$ cat config.mk
export PLATFORM = sky130hd
export DESIGN_NAME = instr_sequencer
export DESIGN_NICKNAME = d
export VERILOG_FILES = /design/src/rtl/seq_pkg.sv /design/src/rtl/seq_decode.sv /design/src/rtl/instr_sequencer.sv
export SDC_FILE = /design/constraint.sdc
export NUM_CORES = 1
export LEC_CHECK = 0
export CORE_UTILIZATION = 50
export CTS_CLUSTER_DIAMETER = 200
export CTS_CLUSTER_SIZE = 25
export DETAILED_ROUTE_END_ITERATION = 6
export PLACE_DENSITY = 0.83
export SYNTH_ARGS = -nofsm -noshare
export SYNTH_HDL_FRONTEND = slang
export SYNTH_HIERARCHICAL = 1
export SYNTH_SLANG_ARGS = --single-unit
export TNS_END_PERCENT = 5
$ cat constraint.sdc
create_clock -name clk -period 4.8 [get_ports clk]
set_clock_uncertainty 0.05 [all_clocks]
set_input_delay 0.48 -clock clk [delete_from_list [all_inputs] [get_ports clk]]
set_output_delay 0.48 -clock clk [all_outputs]
set_load 0.02 [all_outputs]
$ cat src/rtl/seq_pkg.sv
// Shared definitions for the instruction sequencer: opcodes, FSM states and
// the instruction classes produced by the opcode decoder.
package seq_pkg;

  // The datapath writes PC+1 into this register when link_wr_o accompanies reg_w_en_o.
  localparam logic [1:0] LINK_REG = 2'd3;

  localparam logic [3:0] OP_NOP = 4'b0000,
                         OP_ADD = 4'b0001,
                         OP_SUB = 4'b0010,
                         OP_AND = 4'b0011,
                         OP_OR  = 4'b0100,
                         OP_XOR = 4'b0101,
                         OP_SHL = 4'b0110,
                         OP_SHR = 4'b0111,
                         OP_J   = 4'b1000,
                         OP_JAL = 4'b1001,
                         OP_LW  = 4'b1010,
                         OP_SW  = 4'b1011,
                         OP_BEQ = 4'b1100,
                         OP_BNE = 4'b1101,
                         OP_LI  = 4'b1110,
                         OP_MOV = 4'b1111;

  typedef enum logic [2:0] {
    ST_HALT   = 3'd0,
    ST_FETCH  = 3'd1,
    ST_DECODE = 3'd2,
    ST_EXEC   = 3'd3,
    ST_MEM    = 3'd4,
    ST_WB     = 3'd5
  } state_e;

  typedef enum logic [2:0] {
    CLS_ALU,
    CLS_JUMP,
    CLS_JAL,
    CLS_BEQ,
    CLS_BNE,
    CLS_LOAD,
    CLS_STORE
  } instr_class_e;

endpackage

$ cat src/rtl/seq_decode.sv
// Opcode classifier: maps the IR opcode nibble onto the control class the
// sequencer steps on. Anything not a control-flow or memory op is ALU.
module seq_decode
  import seq_pkg::*;
(
  input  logic [3:0]   opcode,
  output instr_class_e cls
);

  // purely combinational opcode-to-class lookup
  always_comb begin
    cls = CLS_ALU;
    case (opcode)
      OP_J:    cls = CLS_JUMP;
      OP_JAL:  cls = CLS_JAL;
      OP_BEQ:  cls = CLS_BEQ;
      OP_BNE:  cls = CLS_BNE;
      OP_LW:   cls = CLS_LOAD;
      OP_SW:   cls = CLS_STORE;
      default: cls = CLS_ALU;
    endcase
  end

endmodule

$ cat src/rtl/instr_sequencer.sv
// Multi-cycle control sequencer for the 8-bit core. Owns PC and IR, runs the
// FETCH/DECODE/EXEC/MEM/WB walk and gates the regfile/dmem strobes.
//
//  state  | meaning
//  HALT   | parked, halted_o high, waits for halt_i low
//  FETCH  | imem request outstanding (req low only for the first cycle after reset)
//  DECODE | IR classified, one cycle
//  EXEC   | jumps/branches retire here; JAL link write strobe is high
//  MEM    | dmem request held until ack; SW retires on ack
//  WB     | one-cycle regfile write, retire
module instr_sequencer
  import seq_pkg::*;
#(
  parameter int              PC_W     = 8,
  parameter logic [PC_W-1:0] RESET_PC = '0,
  parameter int              CNT_W    = 16
) (
  input  logic             clk,
  input  logic             rst,
  input  logic             halt_i,
  output logic             imem_req_o,
  output logic [PC_W-1:0]  imem_addr_o,
  input  logic             imem_ack_i,
  input  logic [7:0]       imem_rdata_i,
  output logic             dmem_req_o,
  output logic             dmem_we_o,
  input  logic             dmem_ack_i,
  input  logic [7:0]       rd0_data_i,
  input  logic             eq_i,
  output logic [7:0]       ir_o,
  output logic [PC_W-1:0]  pc_o,
  output logic             reg_w_en_o,
  output logic             link_wr_o,
  output logic             retire_o,
  output logic [CNT_W-1:0] retire_cnt_o,
  output logic             halted_o
);

  state_e          state;
  instr_class_e    cls;
  logic            retire_now;
  logic [PC_W-1:0] pc_next;

  seq_decode u_decode (
    .opcode (ir_o[7:4]),
    .cls    (cls)
  );

  assign imem_addr_o = pc_o;

  // identify the cycle an instruction completes and the PC it commits
  always_comb begin
    retire_now = 1'b0;
    pc_next    = pc_o + PC_W'(1);
    case (state)
      ST_EXEC: begin
        case (cls)
          CLS_JUMP, CLS_JAL: begin
            retire_now = 1'b1;
            pc_next    = PC_W'(rd0_data_i);
          end
          CLS_BEQ: begin
            retire_now = 1'b1;
            if (eq_i) pc_next = pc_o + PC_W'(2);
          end
          CLS_BNE: begin
            retire_now = 1'b1;
            if (!eq_i) pc_next = pc_o + PC_W'(2);
          end
          default: retire_now = 1'b0;
        endcase
      end
      ST_MEM:  retire_now = dmem_ack_i && (cls == CLS_STORE);
      ST_WB:   retire_now = 1'b1;
      default: retire_now = 1'b0;
    endcase
  end

  // state walk with registered request/strobe outputs
  always_ff @(posedge clk) begin
    if (rst) begin
      state      <= ST_FETCH;
      ir_o       <= '0;
      imem_req_o <= 1'b0;
      dmem_req_o <= 1'b0;
      dmem_we_o  <= 1'b0;
      reg_w_en_o <= 1'b0;
      link_wr_o  <= 1'b0;
      halted_o   <= 1'b0;
    end else begin
      reg_w_en_o <= 1'b0;
      link_wr_o  <= 1'b0;
      if (retire_now) begin
        // halt_i is only honoured on the way into FETCH
        dmem_req_o <= 1'b0;
        dmem_we_o  <= 1'b0;
        if (halt_i) begin
          state    <= ST_HALT;
          halted_o <= 1'b1;
        end else begin
          state      <= ST_FETCH;
          imem_req_o <= 1'b1;
        end
      end else begin
        case (state)
          ST_HALT: begin
            if (!halt_i) begin
              state      <= ST_FETCH;
              halted_o   <= 1'b0;
              imem_req_o <= 1'b1;
            end
          end
          ST_FETCH: begin
            if (imem_req_o) begin
              if (imem_ack_i) begin
                ir_o       <= imem_rdata_i;
                imem_req_o <= 1'b0;
                state      <= ST_DECODE;
              end
            end else if (halt_i) begin
              state    <= ST_HALT;
              halted_o <= 1'b1;
            end else begin
              imem_req_o <= 1'b1;
            end
          end
          ST_DECODE: begin
            state <= ST_EXEC;
            // JAL writes its link during EXEC, so raise the strobe on entry
            if (cls == CLS_JAL) begin
              reg_w_en_o <= 1'b1;
              link_wr_o  <= 1'b1;
            end
          end
          ST_EXEC: begin
            if (cls == CLS_LOAD || cls == CLS_STORE) begin
              state      <= ST_MEM;
              dmem_req_o <= 1'b1;
              dmem_we_o  <= (cls == CLS_STORE);
            end else begin
              state      <= ST_WB;
              reg_w_en_o <= 1'b1;
            end
          end
          ST_MEM: begin
            // only loads reach here on ack; stores retire above
            if (dmem_ack_i) begin
              dmem_req_o <= 1'b0;
              dmem_we_o  <= 1'b0;
              state      <= ST_WB;
              reg_w_en_o <= 1'b1;
            end
          end
          default: state <= ST_FETCH;
        endcase
      end
    end
  end

  // PC commit, retire pulse and saturating retired-instruction count
  always_ff @(posedge clk) begin
    if (rst) begin
      pc_o         <= RESET_PC;
      retire_o     <= 1'b0;
      retire_cnt_o <= '0;
    end else begin
      retire_o <= retire_now;
      if (retire_now) begin
        pc_o <= pc_next;
        if (retire_cnt_o != '1) retire_cnt_o <= retire_cnt_o + CNT_W'(1);
      end
    end
  end

endmodule

==> out/results.txt <==
Mapped cell area -> 2440 um2
Core area -> 4690 um2
CTS tree -> yes
CP required -> 4.90 ns
Period utilization -> 60.1%
RSZ-0062 raised after global routing -> false
Hold path start -> dmem_req_o$_SDFFE_PP0P_
Post-synth top area share -> 34.5%
Lkg Pwr -> 1.05 nW
Dpl ws -> 1.99 ns
Layout fillers -> 405
Post-Route WL -> 5750 um
Root Driver -> clkbuf_8
Status -> completed
Final setup margin -> 1.92 ns
Initial antenna violation count -> 0
# Post-CTS Setup Buffers -> 0
Compound-Gate Fraction of Synth Area -> 25.8%
WHS -> 0.422 ns
CP Class -> reg2reg
Syn avg cell area -> 8.74 um2
Flops & latches, synth -> 42
Post-DP HPWL -> 4130 um
PortBufs -> 68
Crit. End Element -> register
Initial core utilization -> 51.9%
Reg-to-reg startpoint -> ir_o[7]$_SDFFE_PP0P_
Initial DRC Count -> 163
Async S/R FF share, synth -> 0%
Synth area leaders -> dfxtp_1 34%, mux2i_1 4.5%, nor2_1 3.9%
Synth Area in Adders -> 1.54%
GRT overflow -> 0
Synth Area in XOR/XNOR -> 3.23%
Largest net degree at the start of global routing -> 26
Die extent in y -> 71.8 um
H-tree Lvls -> 2
Drt via density -> 5.96
Total Die Area -> 5160 um2
Max stage delay on crit path -> 0.80 ns
Site row count -> 25
Largest family of logic cells by synthesized area -> compound AO/OA/AOI/OAI gates
Area leader, netlist -> dfxtp_1
Die X -> 71.8 um
Clock sink count -> 42
# IOs -> 69
Overall Power -> 680 uW
Share of post-route cells with drive strength above 1 -> 7.14%
Antenna viol nets, final -> 0
Hold/Removal Path Class -> reg2reg
Final setup TNS -> 0 ns
Residual DRC count -> 0
Max-slew violations -> 0
VDD IR-drop max -> 0.160 mV
Vias in the first global route -> 2104
Post-synthesis simple-gate area fraction -> 21.6%
Primary FF master, synth -> dfxtp_1
Placed Area -> 3060 um2
Clk pin slew, worst setup/hold paths -> 0.08 ns
Ant. Diodes -> 0
Register area share after synthesis -> 34.5%
Area Growth Syn to Fin -> 29.0%
Worst slew pin tran -> 0.965 ns
Worst-path cell chain -> inv_1 > a211oi_1 > nor3b_4 > o21ai_0 > buf_4 > nand2_1 > a311oi_1 > nor3_1
PD cells -> 216 nW/um2
Max-cap viol count -> 0
Number of flops mapped to enable cells by yosys -> 0
Final Hold Viols -> 0
Slew headroom -> 35.2%
Crit path time final -> 2.88 ns
Num CTS Buffers -> 5
Synthesized net count -> 304
Final RePlAce weighted congestion -> 0.882
NumNets Final -> 361
Final setup viols -> 0
Post-synthesis instance total -> 279
Yosys cell types -> 65
Global Route Usage Sum -> 23.3%
F_max -> 0.347 GHz
Pre-antenna DRT Iters -> 4
First-pass GRT wire length -> 9540 um
Routed length per instance -> 14.7 um
Via count -> 2326
Crit path launch type -> register
Worst-path fanout max -> 8
Launch point of the worst path -> ir_o[7]$_SDFFE_PP0P_
Worst path slowest cell -> a211oi_1
Hold Buf Count CTS -> 0
Worst-case clock buffer depth -> 2
Yosys Warn Count -> 6
Worst skew pair latency -> 0.30 ns
Data arrival, critical path -> 2.98 ns
Post-synthesis mux area share -> 5.90%
Final instance area -> 3140 um2
CTS resizes -> 0
[final cells by class]
cell class	instances	area, um2	share of cell area (%)
clock inverters	2	10.0	0.318
clock buffers	5	68.8	2.19
multi-input cells	206	1420	45.0
flip-flops and latches	42	841	26.8
repair buffers	71	703	22.4
well taps	54	67.6	2.15
inverters	10	37.5	1.19
[cell usage after synthesis (all sizes together) (6+ instances only)]
cell type,number
nand2,24
buf,15
nor2,26
o21ai,10
mux2i,11
clkbuf,6
nand3,10
a21oi,15
inv,10
xnor2,6
dfxtp,42
nor3,9
[worst max-delay path, delay by kind of cell (launching register included)]
kind,cells,cell delay [ns]
AOI/OAI and AO/OA,3,1.60
DFF,1,0.39
and+or+nand+nor,3,0.36
buffers and inverters,2,0.33
[power by group]
part           internal (mW)  switching, mW
sequential             0.357         0.0116
clock                 0.0977          0.121
combinational         0.0480         0.0445
[sequential cells by signal, indices dropped and copies added (netlist names)]
register      flops
dmem_we_o         1
imem_req_o        1
ir_o              8
reg_w_en_o        1
dmem_req_o        1
link_wr_o         1
state             3
retire_o          1
halted_o          1
imem_addr_o       8
retire_cnt_o     16
[layout by cell type (no fill, tap or decap), drive strengths merged, types with 3 or more instances in the layout]
cell,Yosys,layout
clkdlybuf4s50,0,68
dfxtp,42,42
nor2,26,26
nand2,24,24
a21oi,15,15
mux2i,11,11
nand3,10,10
o21ai,10,10
inv,10,10
nor3,9,9
xnor2,6,6
or3,5,5
nand4,5,5
o32ai,5,5
a211oi,5,5
clkbuf,6,5
a22oi,4,4
a32o,4,4
o21a,4,4
a21o,3,3
xor2,3,3
mux2,3,3
o21bai,3,3
a31oi,3,3
nand3b,3,3
ha,3,3
buf,15,3
and2,3,3
o31ai,3,3
[final timing paths]
check                                               end  slack [ns]  depth (start not counted)
worst min-delay path            dmem_req_o$_SDFFE_PP0P_        0.42                          2
worst min register to register  dmem_req_o$_SDFFE_PP0P_        0.42                          2
worst max register to register    halted_o$_SDFFE_PP0P_        1.92                          8
worst max-delay path              halted_o$_SDFFE_PP0P_        1.92                          8
[per-stage QoR]
stage          instances  utilization [%]
3_5_place_dp         383             65.3
4_1_cts              390             67.0
2_1_floorplan        279                -
6_report             390             67.0
3_3_place_gp         383             65.3
5_1_grt              390             67.0
[per-layer routing]
layer	part of all wire (%)	GRT usage (%)
met1	45	29.8
met2	48	39.4
met3	5.8	4.64
met4	1.3	7.41
met5	0	0
[kinds of logic after synthesis]
group / count (synthesis)
simple gates: 101
compound gates: 79
flops: 42
buf+inv: 31
mux: 14
xor+xnor: 9
fa+ha+maj: 3
Power figures use the tool's default switching activity.
